[src/rtl/pipeline_pkg.sv]
// Shared types for the decode-stage hazard controller: FSM states, control
// bundle driven to the pipeline registers, and register-number constants.
package pipeline_pkg;

  typedef enum logic [1:0] {
    RUN    = 2'd0,
    STALL  = 2'd1,
    FROZEN = 2'd2
  } state_e;

  localparam logic [4:0] REG_ZERO = 5'd0;
  localparam logic [4:0] REG_RA   = 5'd31;

  typedef struct packed {
    logic pcWrite;
    logic ifidWrite;
    logic ifidFlush;
    logic idexBubble;
  } hazard_ctrl_t;

  localparam hazard_ctrl_t CTRL_RUN    = 4'b1100;
  localparam hazard_ctrl_t CTRL_STALL  = 4'b0001;
  localparam hazard_ctrl_t CTRL_FLUSH  = 4'b1111;
  localparam hazard_ctrl_t CTRL_FROZEN = 4'b0001;
  localparam hazard_ctrl_t CTRL_RESET  = 4'b0011;

  function automatic logic srcMatch(input logic uses, input logic [4:0] src,
                                    input logic [4:0] dst);
    return uses && (src == dst);
  endfunction

endpackage

[src/rtl/sat_counter.sv]
// Saturating event counter with synchronous clear; clear beats increment.
module sat_counter #(
  parameter int W = 16
) (
  input  logic         clk,
  input  logic         reset,
  input  logic         inc,
  input  logic         clr,
  output logic [W-1:0] count
);

  always_ff @(posedge clk) begin
    if (reset || clr)
      count <= '0;
    else if (inc && (count != {W{1'b1}}))
      count <= count + 1'b1;
  end

endmodule

[src/rtl/pipeline_hazard_controller.sv]
// Decode-side pipeline sequencer: load-use stalls, redirect flushes and the
// debug freeze/drain handshake, plus saturating stall/flush event counters.
module pipeline_hazard_controller
  import pipeline_pkg::*;
#(
  parameter int LOAD_STALL_CYCLES = 1,
  parameter int DRAIN_CYCLES      = 3,
  parameter int CNT_W             = 16
) (
  input  logic             clk,
  input  logic             reset,
  input  logic             id_valid,
  input  logic [4:0]       id_rs,
  input  logic [4:0]       id_rt,
  input  logic             id_uses_rs,
  input  logic             id_uses_rt,
  input  logic             ex_mem_read,
  input  logic [4:0]       ex_write_reg,
  input  logic             ex_redirect,
  input  logic             freeze_req,
  input  logic             clr_counters,
  output logic             pc_write,
  output logic             ifid_write,
  output logic             ifid_flush,
  output logic             idex_bubble,
  output logic             freeze_ack,
  output logic [CNT_W-1:0] stall_count,
  output logic [CNT_W-1:0] flush_count
);

  localparam int DW = (DRAIN_CYCLES < 1) ? 1 : $clog2(DRAIN_CYCLES + 1);
  localparam logic [DW-1:0] DRAIN_LAST = DW'(DRAIN_CYCLES);
  localparam logic [1:0]    STALL_INIT = 2'(LOAD_STALL_CYCLES - 1);

  state_e       state;
  logic [1:0]   stallCnt;
  logic [DW-1:0] drainCnt;
  logic         hz;
  logic         stallCycle;
  hazard_ctrl_t ctrl;

  assign hz = id_valid && ex_mem_read && (ex_write_reg != REG_ZERO) &&
              (srcMatch(id_uses_rs, id_rs, ex_write_reg) ||
               srcMatch(id_uses_rt, id_rt, ex_write_reg));

  // Hazard is only honoured from RUN; a frozen pipe has nothing to stall.
  assign stallCycle = !ex_redirect && ((state == STALL) || ((state == RUN) && hz));

  always_comb begin
    ctrl = CTRL_RUN;
    if (reset)                 ctrl = CTRL_RESET;
    else if (ex_redirect)      ctrl = CTRL_FLUSH;
    else if (stallCycle)       ctrl = CTRL_STALL;
    else if (state == FROZEN)  ctrl = CTRL_FROZEN;
  end

  assign pc_write    = ctrl.pcWrite;
  assign ifid_write  = ctrl.ifidWrite;
  assign ifid_flush  = ctrl.ifidFlush;
  assign idex_bubble = ctrl.idexBubble;
  assign freeze_ack  = !reset && (state == FROZEN) && (drainCnt == DRAIN_LAST);

  always_ff @(posedge clk) begin
    if (reset || ex_redirect) begin
      state    <= RUN;
      stallCnt <= 2'd0;
      drainCnt <= '0;
    end else begin
      case (state)
        RUN: begin
          if (hz) begin
            if (LOAD_STALL_CYCLES > 1) begin
              state    <= STALL;
              stallCnt <= STALL_INIT;
            end
          end else if (freeze_req) begin
            state    <= FROZEN;
            drainCnt <= '0;
          end
        end
        STALL: begin
          stallCnt <= stallCnt - 2'd1;
          if (stallCnt <= 2'd1) state <= RUN;
        end
        FROZEN: begin
          if (!freeze_req) begin
            state    <= RUN;
            drainCnt <= '0;
          end else if (drainCnt != DRAIN_LAST) begin
            drainCnt <= drainCnt + 1'b1;
          end
        end
        default: state <= RUN;
      endcase
    end
  end

  sat_counter #(.W(CNT_W)) uStallCnt (
    .clk   (clk),
    .reset (reset),
    .inc   (stallCycle),
    .clr   (clr_counters),
    .count (stall_count)
  );

  sat_counter #(.W(CNT_W)) uFlushCnt (
    .clk   (clk),
    .reset (reset),
    .inc   (ex_redirect),
    .clr   (clr_counters),
    .count (flush_count)
  );

endmodule
[config.mk]
export PLATFORM = sky130hd
export DESIGN_NAME = pipeline_hazard_controller
export DESIGN_NICKNAME = d
export VERILOG_FILES = /design/src/rtl/pipeline_pkg.sv /design/src/rtl/sat_counter.sv /design/src/rtl/pipeline_hazard_controller.sv
export SDC_FILE = /design/constraint.sdc
export NUM_CORES = 1
export LEC_CHECK = 0
export ABC_AREA = 1
export ABC_CLOCK_PERIOD_IN_PS = 3300
export BUFFER_PORTS_ARGS = -buffer_cell sky130_fd_sc_hd__buf_2
export CORE_MARGIN = 5
export CORE_UTILIZATION = 30
export CTS_BUF_LIST = sky130_fd_sc_hd__clkbuf_8
export CTS_CLUSTER_DIAMETER = 200
export CTS_CLUSTER_SIZE = 14
export DETAILED_ROUTE_END_ITERATION = 8
export PLACE_DENSITY_LB_ADDON = 0.12
export RECOVER_POWER = 25
export SKIP_CTS_REPAIR_TIMING = 1
export SLEW_MARGIN = 20
export SYNTH_ARGS = -nofsm -noshare
export SYNTH_HDL_FRONTEND = slang
export SYNTH_SLANG_ARGS = --single-unit
export TNS_END_PERCENT = 5
[constraint.sdc]
create_clock -name clk -period 3.3 [get_ports clk]
set_input_delay 0.66 -clock clk [delete_from_list [all_inputs] [get_ports clk]]
set_output_delay 0.66 -clock clk [all_outputs]
set_load 0.01 [all_outputs]
==> metrics.txt <==
Power Internal=0.596 mW; Post-synth top flop=dfxtp_1; HP Class=register to register; initial DRC count=59; Port Buffers=60; Max Root-Sink Buffers=2; grt total ovfl=0; detailed-route via count=2303; row cnt=31; Setup Viol. Count Final=0; Starting Density=30.9%; Setup Skew=0.00409 ns; reg-to-reg setup timing slack=1.50 ns; worst-path maximum fanout=5; Mapped Avg Cell Area=6.37 um^2; asr flop ratio synth=0%; hold_sp=uFlushCnt.count[13]$_SDFFE_PP0P_; Worst EP required=2.64 ns; Top delay family on crit path=simple AND/OR/NAND/NOR gates; met1 wire length=2610 um; Tot GR Track Use=12.5%; Tcrit/Tclk final=68.8%; setup repair after global routing missed its margin=no; drt total wl=5520 um; Die Y=96.6 um; Net Switching=0.207 mW; beginning of the critical path=ex_write_reg[0]; top routing layer used=met4; Root Buffer=clkbuf_8; mapped cell area=2250 um^2; post-layout min period=2.27 ns; Net count, final=442; wire per inst=10.7 um; static leakage=1.15 nW; clk_lat worst skew=0.28 ns; largest net degree at the start of global routing=28; DRC viols=0; pwr/cell area=301 nW/um^2; CP max stage delay=0.19 ns; sequential share of power=53.1%; CTS Sinks=35; die area=9330 um^2; drt pass-1 iters=6; first-pass GRT wire length=9280 um; vias in the first global route=2104; Max-Cap Viols=0; Seq cells post-synth=35; leading cell type by number of instances after synthesis=nand2_1; gpl congestion=0.793; buffers plus inverters on the worst setup path=2; H-tree level count=2; Ys Warns=0; endpoint class of the critical path=primary output; crit path launch type=input port; number of synthesized flops with an enable pin=0; layout cell share with drive strength beyond 1=17.1%; Antenna Nets Post-Route=0; top cells by area, synth=dfxtp_1, nand2_1, nor2_1; Arr. time, crit path=1.61 ns; sequential area share after synthesis=31.1%; TNS Setup=0 ns; CP Cell Sequence=clkbuf_1, nand2_1, nand2_1, nor2_1, nand3_2, nand2_1, nand2_1, nand2_1, a21oi_1, buf_2; TritonCTS Buffers=5; Slew Viols, Final=0; Vias/cell=4.47; maximum vdd drop=0.000122 V; metal2 WL=2560 um; crit path max-delay cell type=clkbuf_1; cells after synthesis=353; met3 wire len=298 um; syn_nets=380; area leader, netlist=dfxtp_1; diode count=0; P&R area growth vs syn=18.8%; CTS tree=yes; initial antenna violation count=0; FILL cells=854; area share of the largest cell type after synthesis=31.1%; IO Pins=61; area of the core=7290 um^2; f_max=441 MHz; kind of critical path=input port to primary output; power share of the combinational group=9.8%; Slew @ Worst Pin=0.384 ns; Hold WS=0.504 ns; Clk network pwr share=37.1%; HPWL Detailed=4170 um; Slew HR=74.3%; die width=96.6 um; status=finished clean; CTS clk-pin slew, worst paths=0.07 ns; synth unique cells=35; switch share=25.8%; final hold vios=0; R2R Path Start=uStallCnt.count[0]$_SDFFE_PP0P_; Commonest cells post-synth=nand2_1, nor2_1, inv_1; CP dominant cell by count=nand2_1
## registers in the layout (all words and copies together), names as in the netlist
signal and cells:
state 1, drainCnt 2, uStallCnt.count 16, uFlushCnt.count 16
## cells in the final DEF (no fill, tap or decap), types with 2 or more instances in the layout
cell type  instances
a21oi_1           24
dfxtp_1           35
o21ai_0            5
inv_2              3
ha_1               3
buf_2             44
nand3_2            2
nor2_4             2
nand2_1           97
buf_4              2
nor3b_1            3
nand2_2            2
inv_1             45
clkbuf_8           5
nand3_1           33
xor2_1             4
xnor2_1            3
nand4_1            5
a21oi_2            4
nor3_1            11
clkbuf_1          16
nor2_1            55
## kinds of logic after synthesis
| kind of cell | synth area share [%] |
|---|---|
| fa+ha+maj | 1.67 |
| xor+xnor | 2.73 |
| simple gates | 44.6 |
| buf+inv | 10.6 |
| flops | 31.1 |
| compound gates | 9.23 |
## tightest hold or removal path: stages (launching register included)
cell and delay [ns]:
dfxtp_1 0.33, nand2_1 0.07, a21oi_1 0.06
## power groups by stage
| stage | sequential (mW) | combinational, mW | clock, mW |
|---|---|---|---|
| detailed placement | 0.437 | 0.0822 | 0 |
| CTS | 0.427 | 0.0823 | 0.317 |
| global route | 0.427 | 0.0924 | 0.333 |
| finish | 0.427 | 0.0788 | 0.298 |
| global placement | 0.437 | 0.0816 | 0 |
| floorplan | 0.437 | 0.0502 | 0 |
## cell type report
class | instances | area, um^2 | share of cell area [%]
inverters | 47 | 176 | 6.60
flip-flops and latches | 35 | 701 | 26.2
clock inverters | 3 | 12.5 | 0.468
well taps | 99 | 124 | 4.63
multi-input cells | 264 | 1290 | 48.5
clock buffers | 5 | 68.8 | 2.57
repair buffers | 62 | 295 | 11.0
## final timing paths
| check | to | cells past startpoint |
|---|---|---|
| setup / recovery | ifid_write | 10 |
| hold / removal | uFlushCnt.count[13]$_SDFFE_PP0P_ | 2 |
| setup reg to reg | uStallCnt.count[4]$_SDFFE_PP0P_ | 9 |
| hold reg to reg | uFlushCnt.count[13]$_SDFFE_PP0P_ | 2 |
## layer usage
metal  GRT usage, %  up-vias
met1           15.4     1016
met4           3.50        0
met3           2.87        6
li1               -     1244
met5              0        -
met2           21.6       37
## metrics by stage
| step | utilization (%) | instance area [um^2] | cells | power [mW] | worst slack, ns |
|---|---|---|---|---|---|
| after detailed placement | 36.0 | 2630 | 507 | 0.519 | 1.03 |
| after global routing | 36.7 | 2670 | 515 | 0.852 | 0.806 |
| final | 36.7 | 2670 | 515 | 0.803 | 1.03 |
| after CTS | 37.1 | 2710 | 515 | 0.826 | 1.02 |
| after global placement | 36.0 | 2630 | 507 | 0.518 | 1.04 |
| after floorplan | - | 2250 | 353 | 0.487 | 1.07 |
Power figures use the tool's default switching activity.
